--- src/rtl/scan_chain_sequencer.sv ---
// scan_chain_sequencer
//
// Drives a daisy chain of NUM_DESIGNS scan wrappers, each IO_WIDTH bits wide.
// One transaction shifts a word into design k, latches it into the design
// inputs, captures every design's outputs into the chain and shifts the chain
// back out until design k's word has been collected.
//
// Chain geometry: bit b of design k sits at position k*IO_WIDTH+b. Data enters
// at position 0 (scan_data_out) and leaves at position NUM_DESIGNS*IO_WIDTH-1
// (scan_data_in). Words travel MSB first in both directions.
//
// Each bit period is two clk cycles: phase 0 holds scan_clk_out low, updates
// scan_data_out and samples scan_data_in; phase 1 raises scan_clk_out.
//
// Optional build macro SCAN_SEQ_SLOW_CLK_EN: slow_clk toggles once per
// completed transaction and its pre-toggle value replaces inputs[0] in the
// shifted word, giving every design one clock edge per two transactions.
// Without the macro slow_clk is tied low and inputs[0] passes unmodified.
//
// state     | meaning
// ----------+--------------------------------------------------------------
// IDLE      | waiting for start; out-of-range select pulses sel_err
// SHIFT_IN  | (k+1)*W bit periods: word MSB first, then zero fill
// LATCH     | 2 cycles, scan_latch_en high in the first
// CAPTURE   | 1 bit period with scan_select high (one scan_clk rising edge)
// SHIFT_OUT | (N-k)*W bit periods collecting the chain tail into a W-bit reg
// DONE      | 1 cycle: outputs loaded, ready pulses

module scan_chain_sequencer #(
    parameter int NUM_DESIGNS = 20,
    parameter int IO_WIDTH    = 8,
    parameter int SEL_WIDTH   = 9
) (
    input  logic                 clk,
    input  logic                 reset,
    input  logic                 start,
    input  logic [SEL_WIDTH-1:0] active_select,
    input  logic [IO_WIDTH-1:0]  inputs,
    output logic [IO_WIDTH-1:0]  outputs,
    output logic                 busy,
    output logic                 ready,
    output logic                 sel_err,
    output logic                 scan_clk_out,
    output logic                 scan_data_out,
    output logic                 scan_select,
    output logic                 scan_latch_en,
    input  logic                 scan_data_in,
    output logic                 slow_clk
);

    localparam int CHAIN_LEN = NUM_DESIGNS * IO_WIDTH;
    localparam int CNT_W     = $clog2(CHAIN_LEN + 1);

    localparam logic [CNT_W-1:0]     CNT_ONE  = CNT_W'(1);
    localparam logic [SEL_WIDTH:0]   NUM_SEL  = NUM_DESIGNS[SEL_WIDTH:0];
    localparam logic [IO_WIDTH-1:0]  LSB_MASK = IO_WIDTH'(1);

    typedef enum logic [2:0] {
        IDLE      = 3'd0,
        SHIFT_IN  = 3'd1,
        LATCH     = 3'd2,
        CAPTURE   = 3'd3,
        SHIFT_OUT = 3'd4,
        DONE      = 3'd5
    } state_t;

    state_t                state;
    state_t                state_nxt;
    logic                  phase;
    logic [CNT_W-1:0]      bit_cnt;
    logic [SEL_WIDTH-1:0]  sel_q;
    logic [IO_WIDTH-1:0]   in_sreg;
    logic [IO_WIDTH-1:0]   out_sreg;
    logic [IO_WIDTH-1:0]   in_word;
    logic                  sel_in_range;
    logic                  start_ok;
    logic                  last_period;

    assign sel_in_range = ({1'b0, active_select} < NUM_SEL);
    assign start_ok     = start && (state == IDLE) && sel_in_range;

    // The bit counter holds the number of bit periods still to run in the
    // current shift state; the period that sees 1 is the final one.
    assign last_period  = phase && (bit_cnt == CNT_ONE);

    // Only the shift-in state drives the chain; zero everywhere else.
    assign scan_data_out = (state == SHIFT_IN) ? in_sreg[IO_WIDTH-1] : 1'b0;

`ifdef SCAN_SEQ_SLOW_CLK_EN
    logic slow_clk_q;

    // The design clock rides in the LSB of the word, using the value before
    // this transaction's toggle.
    assign in_word  = (inputs & ~LSB_MASK) | IO_WIDTH'(slow_clk_q);
    assign slow_clk = slow_clk_q;

    // Toggle the design clock once per completed transaction.
    always_ff @(posedge clk) begin
        if (reset) begin
            slow_clk_q <= 1'b0;
        end else if (state == DONE) begin
            slow_clk_q <= ~slow_clk_q;
        end
    end
`else
    // LSB_MASK only matters when the design clock replaces inputs[0].
    logic unused_mask;
    assign unused_mask = ^LSB_MASK;
    assign in_word     = inputs;
    assign slow_clk    = 1'b0;
`endif

    // State register.
    always_ff @(posedge clk) begin
        if (reset) begin
            state <= IDLE;
        end else begin
            state <= state_nxt;
        end
    end

    // Next-state and scan pin decode from the current state and bit phase.
    always_comb begin
        state_nxt     = state;
        busy          = 1'b1;
        ready         = 1'b0;
        scan_clk_out  = 1'b0;
        scan_select   = 1'b0;
        scan_latch_en = 1'b0;
        case (state)
            IDLE: begin
                busy = 1'b0;
                if (start_ok) begin
                    state_nxt = SHIFT_IN;
                end
            end
            SHIFT_IN: begin
                scan_clk_out = phase;
                if (last_period) begin
                    state_nxt = LATCH;
                end
            end
            LATCH: begin
                scan_latch_en = ~phase;
                if (phase) begin
                    state_nxt = CAPTURE;
                end
            end
            CAPTURE: begin
                scan_clk_out = phase;
                scan_select  = 1'b1;
                if (phase) begin
                    state_nxt = SHIFT_OUT;
                end
            end
            SHIFT_OUT: begin
                scan_clk_out = phase;
                if (last_period) begin
                    state_nxt = DONE;
                end
            end
            DONE: begin
                ready     = 1'b1;
                state_nxt = IDLE;
            end
            default: begin
                state_nxt = IDLE;
            end
        endcase
    end

    // Datapath: bit phase, period down-counter, shift registers, result and
    // the select-error pulse.
    always_ff @(posedge clk) begin
        if (reset) begin
            phase    <= 1'b0;
            bit_cnt  <= '0;
            sel_q    <= '0;
            in_sreg  <= '0;
            out_sreg <= '0;
            outputs  <= '0;
            sel_err  <= 1'b0;
        end else begin
            sel_err <= start && (state == IDLE) && !sel_in_range;

            // Every timed state lasts a whole number of bit periods, so the
            // phase naturally lands on 0 at each state entry.
            if ((state == IDLE) || (state == DONE)) begin
                phase <= 1'b0;
            end else begin
                phase <= ~phase;
            end

            if (start_ok) begin
                sel_q   <= active_select;
                in_sreg <= in_word;
                bit_cnt <= CNT_W'((int'(active_select) + 1) * IO_WIDTH);
            end

            if ((state == SHIFT_IN) && phase) begin
                in_sreg <= in_sreg << 1;
                bit_cnt <= bit_cnt - CNT_ONE;
            end

            // The tail must travel past designs k+1..N-1 before design k's
            // word arrives, hence (N-k)*W periods.
            if ((state == CAPTURE) && phase) begin
                bit_cnt <= CNT_W'((NUM_DESIGNS - int'(sel_q)) * IO_WIDTH);
            end

            if (state == SHIFT_OUT) begin
                if (!phase) begin
                    out_sreg <= (out_sreg << 1) | IO_WIDTH'(scan_data_in);
                end else begin
                    bit_cnt <= bit_cnt - CNT_ONE;
                end
            end

            if (state == DONE) begin
                outputs <= out_sreg;
            end
        end
    end

endmodule

--- config.mk ---
export PLATFORM = sky130hd
export DESIGN_NAME = scan_chain_sequencer
export DESIGN_NICKNAME = d
export VERILOG_FILES = /design/src/rtl/scan_chain_sequencer.sv
export SDC_FILE = /design/constraint.sdc
export NUM_CORES = 1
export LEC_CHECK = 0
export CAP_MARGIN = 20
export CORE_UTILIZATION = 30
export DETAILED_ROUTE_END_ITERATION = 16
export GPL_TIMING_DRIVEN = 0
export HOLD_SLACK_MARGIN = 0.12
export SLEW_MARGIN = 0
export SYNTH_ARGS = -nofsm -noshare
export SYNTH_HDL_FRONTEND = slang
export SYNTH_SLANG_ARGS = --single-unit
--- constraint.sdc ---
create_clock -name clk -period 1.8 [get_ports clk]
set_clock_uncertainty 0.05 [all_clocks]
set_input_delay 0.18 -clock clk [delete_from_list [all_inputs] [get_ports clk]]
set_output_delay 0.18 -clock clk [all_outputs]
set_load 0.01 [all_outputs]
Word-level counts from Yosys, hierarchy flattened
Index checks and enable logic that the tools add are counted.
{"block": "totals", "register_bits": 42, "out_inout_bits": 16, "input_bits": 21}
{"block": "classes", "reduce_logical": 15, "bitwise_logic": 2, "eq_ne": 11, "order_cmp": 1, "n_mux": 19, "addsub": 3}
{"op": "$mux 8", "n": 7}
{"op": "$mux 3", "n": 5}
{"op": "$pmux 3 s5", "n": 1}
{"op": "$ne 2x2->1 const B", "n": 5}
{"op": "$lt 9x5->1 const B", "n": 1}
{"op": "$eq 8x1->1 const B", "n": 1}
{"op": "$or 8x1->8", "n": 1}
{"op": "$sub 8x1->8 const B", "n": 1}
{"op": "$eq 3x2->1 const B", "n": 2}
{"op": "$eq 3x3->1 const B", "n": 2}
{"op": "$logic_and 1x1->1", "n": 6}
{"op": "$mux 1", "n": 6}
{"op": "$add 5x1->5 const B", "n": 1}
{"op": "$reduce_and 5->1", "n": 1}
{"op": "$sub 5x5->5 const A", "n": 1}
{"op": "$reduce_or 2->1", "n": 2}
{"op": "$eq 3x1->1 const B", "n": 1}
{"op": "$logic_not 3->1", "n": 1}
{"op": "$reduce_or 3->1", "n": 1}
{"op": "$reduce_and 2->1", "n": 1}
{"op": "$reduce_bool 2->1", "n": 1}
{"op": "$logic_not 1->1", "n": 1}
{"op": "$logic_or 1x1->1", "n": 1}
{"op": "$not 1->1", "n": 1}

Longest topological paths before layout
{"block": "logic_depth", "ltp_word": 8, "ltp_mapped": 8, "depth_no_buf": 7}

Worst setup path after synthesis
No wires, ideal clock.
{"block": "synth_path", "path_kind": "reg2reg", "from": "reg bit_cnt[4]", "to": "reg state[1]", "path_stages_with_launch": 6, "slack_ns": 0.057, "n_path_buf": 0, "required_time_ns": 1.671, "arrival_time_ns": 1.613, "synth_period_minus_slack_ns": 1.743, "cell_sequence": "dfxtp_1 > or3_4 > or3_1 > o32ai_2 > nand2_2 > a211oi_2"}
{"block": "synth_via", "elab_chain_cells": 4}
{"element": "start: declaration", "line_no": "70", "text": "logic [CNT_W-1:0] bit_cnt;"}
{"element": "start signal: assignment", "line_no": "197", "text": "bit_cnt <= CNT_W'((int'(active_select) + 1) * IO_WIDTH);"}
{"element": "start signal: assignment", "line_no": "202", "text": "bit_cnt <= bit_cnt - CNT_ONE;"}
{"element": "start signal: assignment", "line_no": "208", "text": "bit_cnt <= CNT_W'((NUM_DESIGNS - int'(sel_q)) * IO_WIDTH);"}
{"element": "$eq 8x1->1 (*)", "line_no": "84", "text": "assign last_period = phase && (bit_cnt == CNT_ONE);"}
{"element": "$logic_and 1x1->1 (*)", "line_no": "84"}
{"element": "$ne 2x2->1 (no source line)"}
{"element": "$reduce_and 5->1 (no source line) (*)"}
{"element": "end signal: assignment", "line_no": "118", "text": "state <= state_nxt;"}
{"element": "end: declaration", "line_no": "67", "text": "state_t state;"}
Mark *: on every way between the ends. The rest lies on a longest branch, timed or not.
A chain may end at the register's enable or synchronous reset.

Worst setup path after layout
Ends and elaborated chain as after synthesis.

==> flow_summary_export.csv <==
group,metric,value,unit
yosys,synth_enable_flop_cells,0,
critical_path,path_class,"register to register",
cells_and_area,finalInstanceArea,2890,µm²
critical_path,startpoint_type,"register",
placed_design,port_buffers,34,
global_routing,met2_usage,23.9,%
placed_design,dpl_cell_area,2590,µm²
route,drt_pre_antenna_iters,4,
route,vias,1991,
critical_path,slowest_stage,"or3_4",
route,drc_errors,0,
yosys,syn_area_per_cell,8.20,µm²
route,drt-wirelength-per-cell,13.1,µm
critical_path,crit_start,"bit_cnt[4]$_SDFF_PP0_",
yosys,synth.top_cell.area_share,39.4,%
global_routing,antenna_found_initial,0,
yosys,yosysSeqAreaShare,39.4,%
critical_path,reg2reg_depth,5,
critical_path,end_kind,"register",
critical_path,crit_fanout,5,
global_routing,grt_use_total,15.0,%
clock_network,tritoncts,"built",
route,drt_iter0_drc,95,
timing,fin_crit_sh,99.2,%
cells_and_area,final_core_utilization,42.3,%
critical_path,cp.required,1.98,ns
timing,rsz0062_at_grt,"true",
clock_network,cts_buffer_depth,2,
clock_network,clk_pin_slew,0.08,ns
global_routing,grtUsageMet3,3.62,%
yosys,synth_top_area_cell,"dfxtp_1",
route,viasPerCell,4.92,
cells_and_area,antenna_cells,0,
floorplan,dieWidth,86.3,µm
timing,hold_viol,0,
yosys,syn_inst,260,
clock_network,worstSkewPairLatency,0.30,ns
yosys,synth_area_leaders,"dfxtp_1, nand2_1, a21oi_1, nor2_1, clkbuf_8",
power_and_ir_drop,peakVddDrop,0.308,mV
critical_path,critPathMaxStageDelay,0.41,ns
timing,min_period,1.79,ns
clock_network,clock_sinks,42,
cells_and_area,syn2layout_area_growth,35.6,%
critical_path,arrival,1.96,ns
cells_and_area,final_nets,333,
yosys,yosys-top-cells-count,"nand2_1, dfxtp_1, a21oi_1, nor2_1",
global_routing,overflow,0,
global_routing,grt_max_degree,14,
route,wl,5.31,mm
flow_run,drv_cap,0,
clock_network,cts_root_buf,"clkbuf_8",
power_and_ir_drop,power_density,792,nW/µm²
floorplan,design.core.area,6830,µm²
critical_path,regToRegEndpoint,"state[1]$_SDFFE_PP0P_",
global_routing,grt_pass1_wl,8.68,mm
clock_network,htreeDepth,2,
critical_path,rrSetupSlack,0.01,ns
placed_design,gp_congestion,0.798,
timing,final-max-slew-violation-count,0,
yosys,syn_area,2130,µm²
worst_hold_path,hp-class,"input pin to register",
yosys,synth_nets,285,
power_and_ir_drop,leakage,1.05,nW
floorplan,rows,30,
global_routing,grt_util_met1,19.6,%
yosys,yosys_warnings,0,
clock_network,cts_buffers,5,
critical_path,crit_path_end,"state[1]$_SDFFE_PP0P_",
floorplan,die_area,7450,µm²
critical_path,cp_cell_sequence,"or3_4 -> or3_4 -> o32ai_4 -> nand2_2 -> a211oi_2",
floorplan,start_util,31.2,%
global_routing,busiest_layer,"met2",
yosys,synth.ff_latch_count,42,
floorplan,io_pins,37,
floorplan,die_h,86.3,µm
yosys,ys_types,51,
timing,setup_violations,0,
timing,tightest_slew,0.542,ns
placed_design,dp_hpwl,3.81,mm
outcome,outcome,"finished clean",
global_routing,grt_pass1_vias,1842,
yosys,synth_ff_type,"dfxtp_1",
timing,timing.fmax,560,MHz
critical_path,rr_startpoint,"bit_cnt[4]$_SDFF_PP0_",
timing,slew_headroom,63.9,%
route,ant_nets,0,
cells_and_area,drive_gt1_share,18.1,%
yosys,async_flop_share,0,%
critical_path,path_common_cell,"or3_4",
yosys,synth_most_common_cell,"nand2_1",
[registers in the layout, summed over array words and instances, names as in the netlist]
signal    count
sel_q         5
sel_err       1
state         3
out_sreg      8
in_sreg       8
phase         1
bit_cnt       8
outputs       8
[layout by cell type, fill, tap and decap left out, drive strengths merged, types with 2 or more instances in the layout]
master / instances
a211oi: 3
clkbuf: 16
ha: 4
a22oi: 7
nor3: 5
a31oi: 2
dlygate4sd2: 5
o21ai: 9
inv: 8
dlymetal6s2s: 3
dfxtp: 42
nand3: 5
a21oi: 31
nor2b: 3
buf: 13
nor3b: 3
clkdlybuf4s50: 24
a311oi: 2
mux2i: 5
nor4: 3
xor2: 5
or2: 2
and3: 2
or3: 5
xnor2: 6
nand2b: 4
nand2: 50
nor2: 21
[routing by layer]
layer | up-vias | wire length, µm
li1 | 1005 | -
met1 | 938 | 2400
met2 | 39 | 2610
met3 | 9 | 189
met4 | 0 | 111
met5 | - | 0
[how the worst min path moves through the flow]
stage                                start                        to  slack [ns]  cells after the start
final                     active_select[4]     sel_q[4]$_SDFFE_PP0P_        0.18                      3
after global routing      active_select[4]     sel_q[4]$_SDFFE_PP0P_        0.22                      3
after CTS                 active_select[3]     sel_q[3]$_SDFFE_PP0P_        0.35                      3
after detailed placement             reset     bit_cnt[4]$_SDFF_PP0_        0.38                      2
after global placement               reset     bit_cnt[4]$_SDFF_PP0_        0.38                      2
after floorplan               scan_data_in  out_sreg[0]$_SDFFE_PP0P_        0.27                      2
[metrics by stage]
stage	hold slack [ns]	power [W]	setup TNS [ns]	std cells	worst slack, ns
after floorplan	0.266	0.00138	0	260	0.0574
after global placement	0.379	0.00157	-10.48	390	-0.565
after detailed placement	0.377	0.00157	-11.08	390	-0.602
after CTS	0.347	0.00227	-0.0395	400	-0.0183
after global routing	0.220	0.00239	-0.123	405	-0.0653
final	0.178	0.00229	0	405	0.0148
[timing repair]
item                                   CTS  global route
setup buffers                            1             5
setup endpoints to repair               29            30
hold buffers                             1             0
pin swaps                                2             4
gates resized for setup                 29            25
endpoints found under the hold margin    1             0
[logic make-up (layout without fill, tap and decap cells)]
logic type,count (synthesis),in the layout,synth area share (%)
buf+inv,24,73,7.63
simple gates,108,108,24.2
compound gates,65,65,19.3
mux,5,5,2.35
fa+ha+maj,4,4,2.35
xor+xnor,11,11,4.52
flops,42,42,39.4
other cells,1,1,0.176
[worst max-delay path: cells and delay by family, from the launching register on]
| kind | cells | cell delay, ns |
|---|---|---|
| AOI/OAI and AO/OA | 2 | 0.48 |
| and+or+nand+nor | 3 | 0.84 |
| DFF | 1 | 0.34 |
[layout make-up]
class | instances | area [µm²]
multi-input combinational | 194 | 1250
tap | 96 | 120
buffer | 16 | 158
timing repair buffer | 41 | 389
clock inverter | 2 | 12.5
fill | 700 | 3940
clock buffer | 6 | 82.6
inverter | 8 | 32.5
sequential | 42 | 848
[power by group]
| part | internal (W) | switching, W |
|---|---|---|
| logic | 0.000321 | 0.000318 |
| clock network | 0.000308 | 0.000340 |
| registers | 0.000965 | 0.0000386 |
| total | 0.00159 | 0.000696 |
Note: power is estimated with default switching activity, not from simulation.
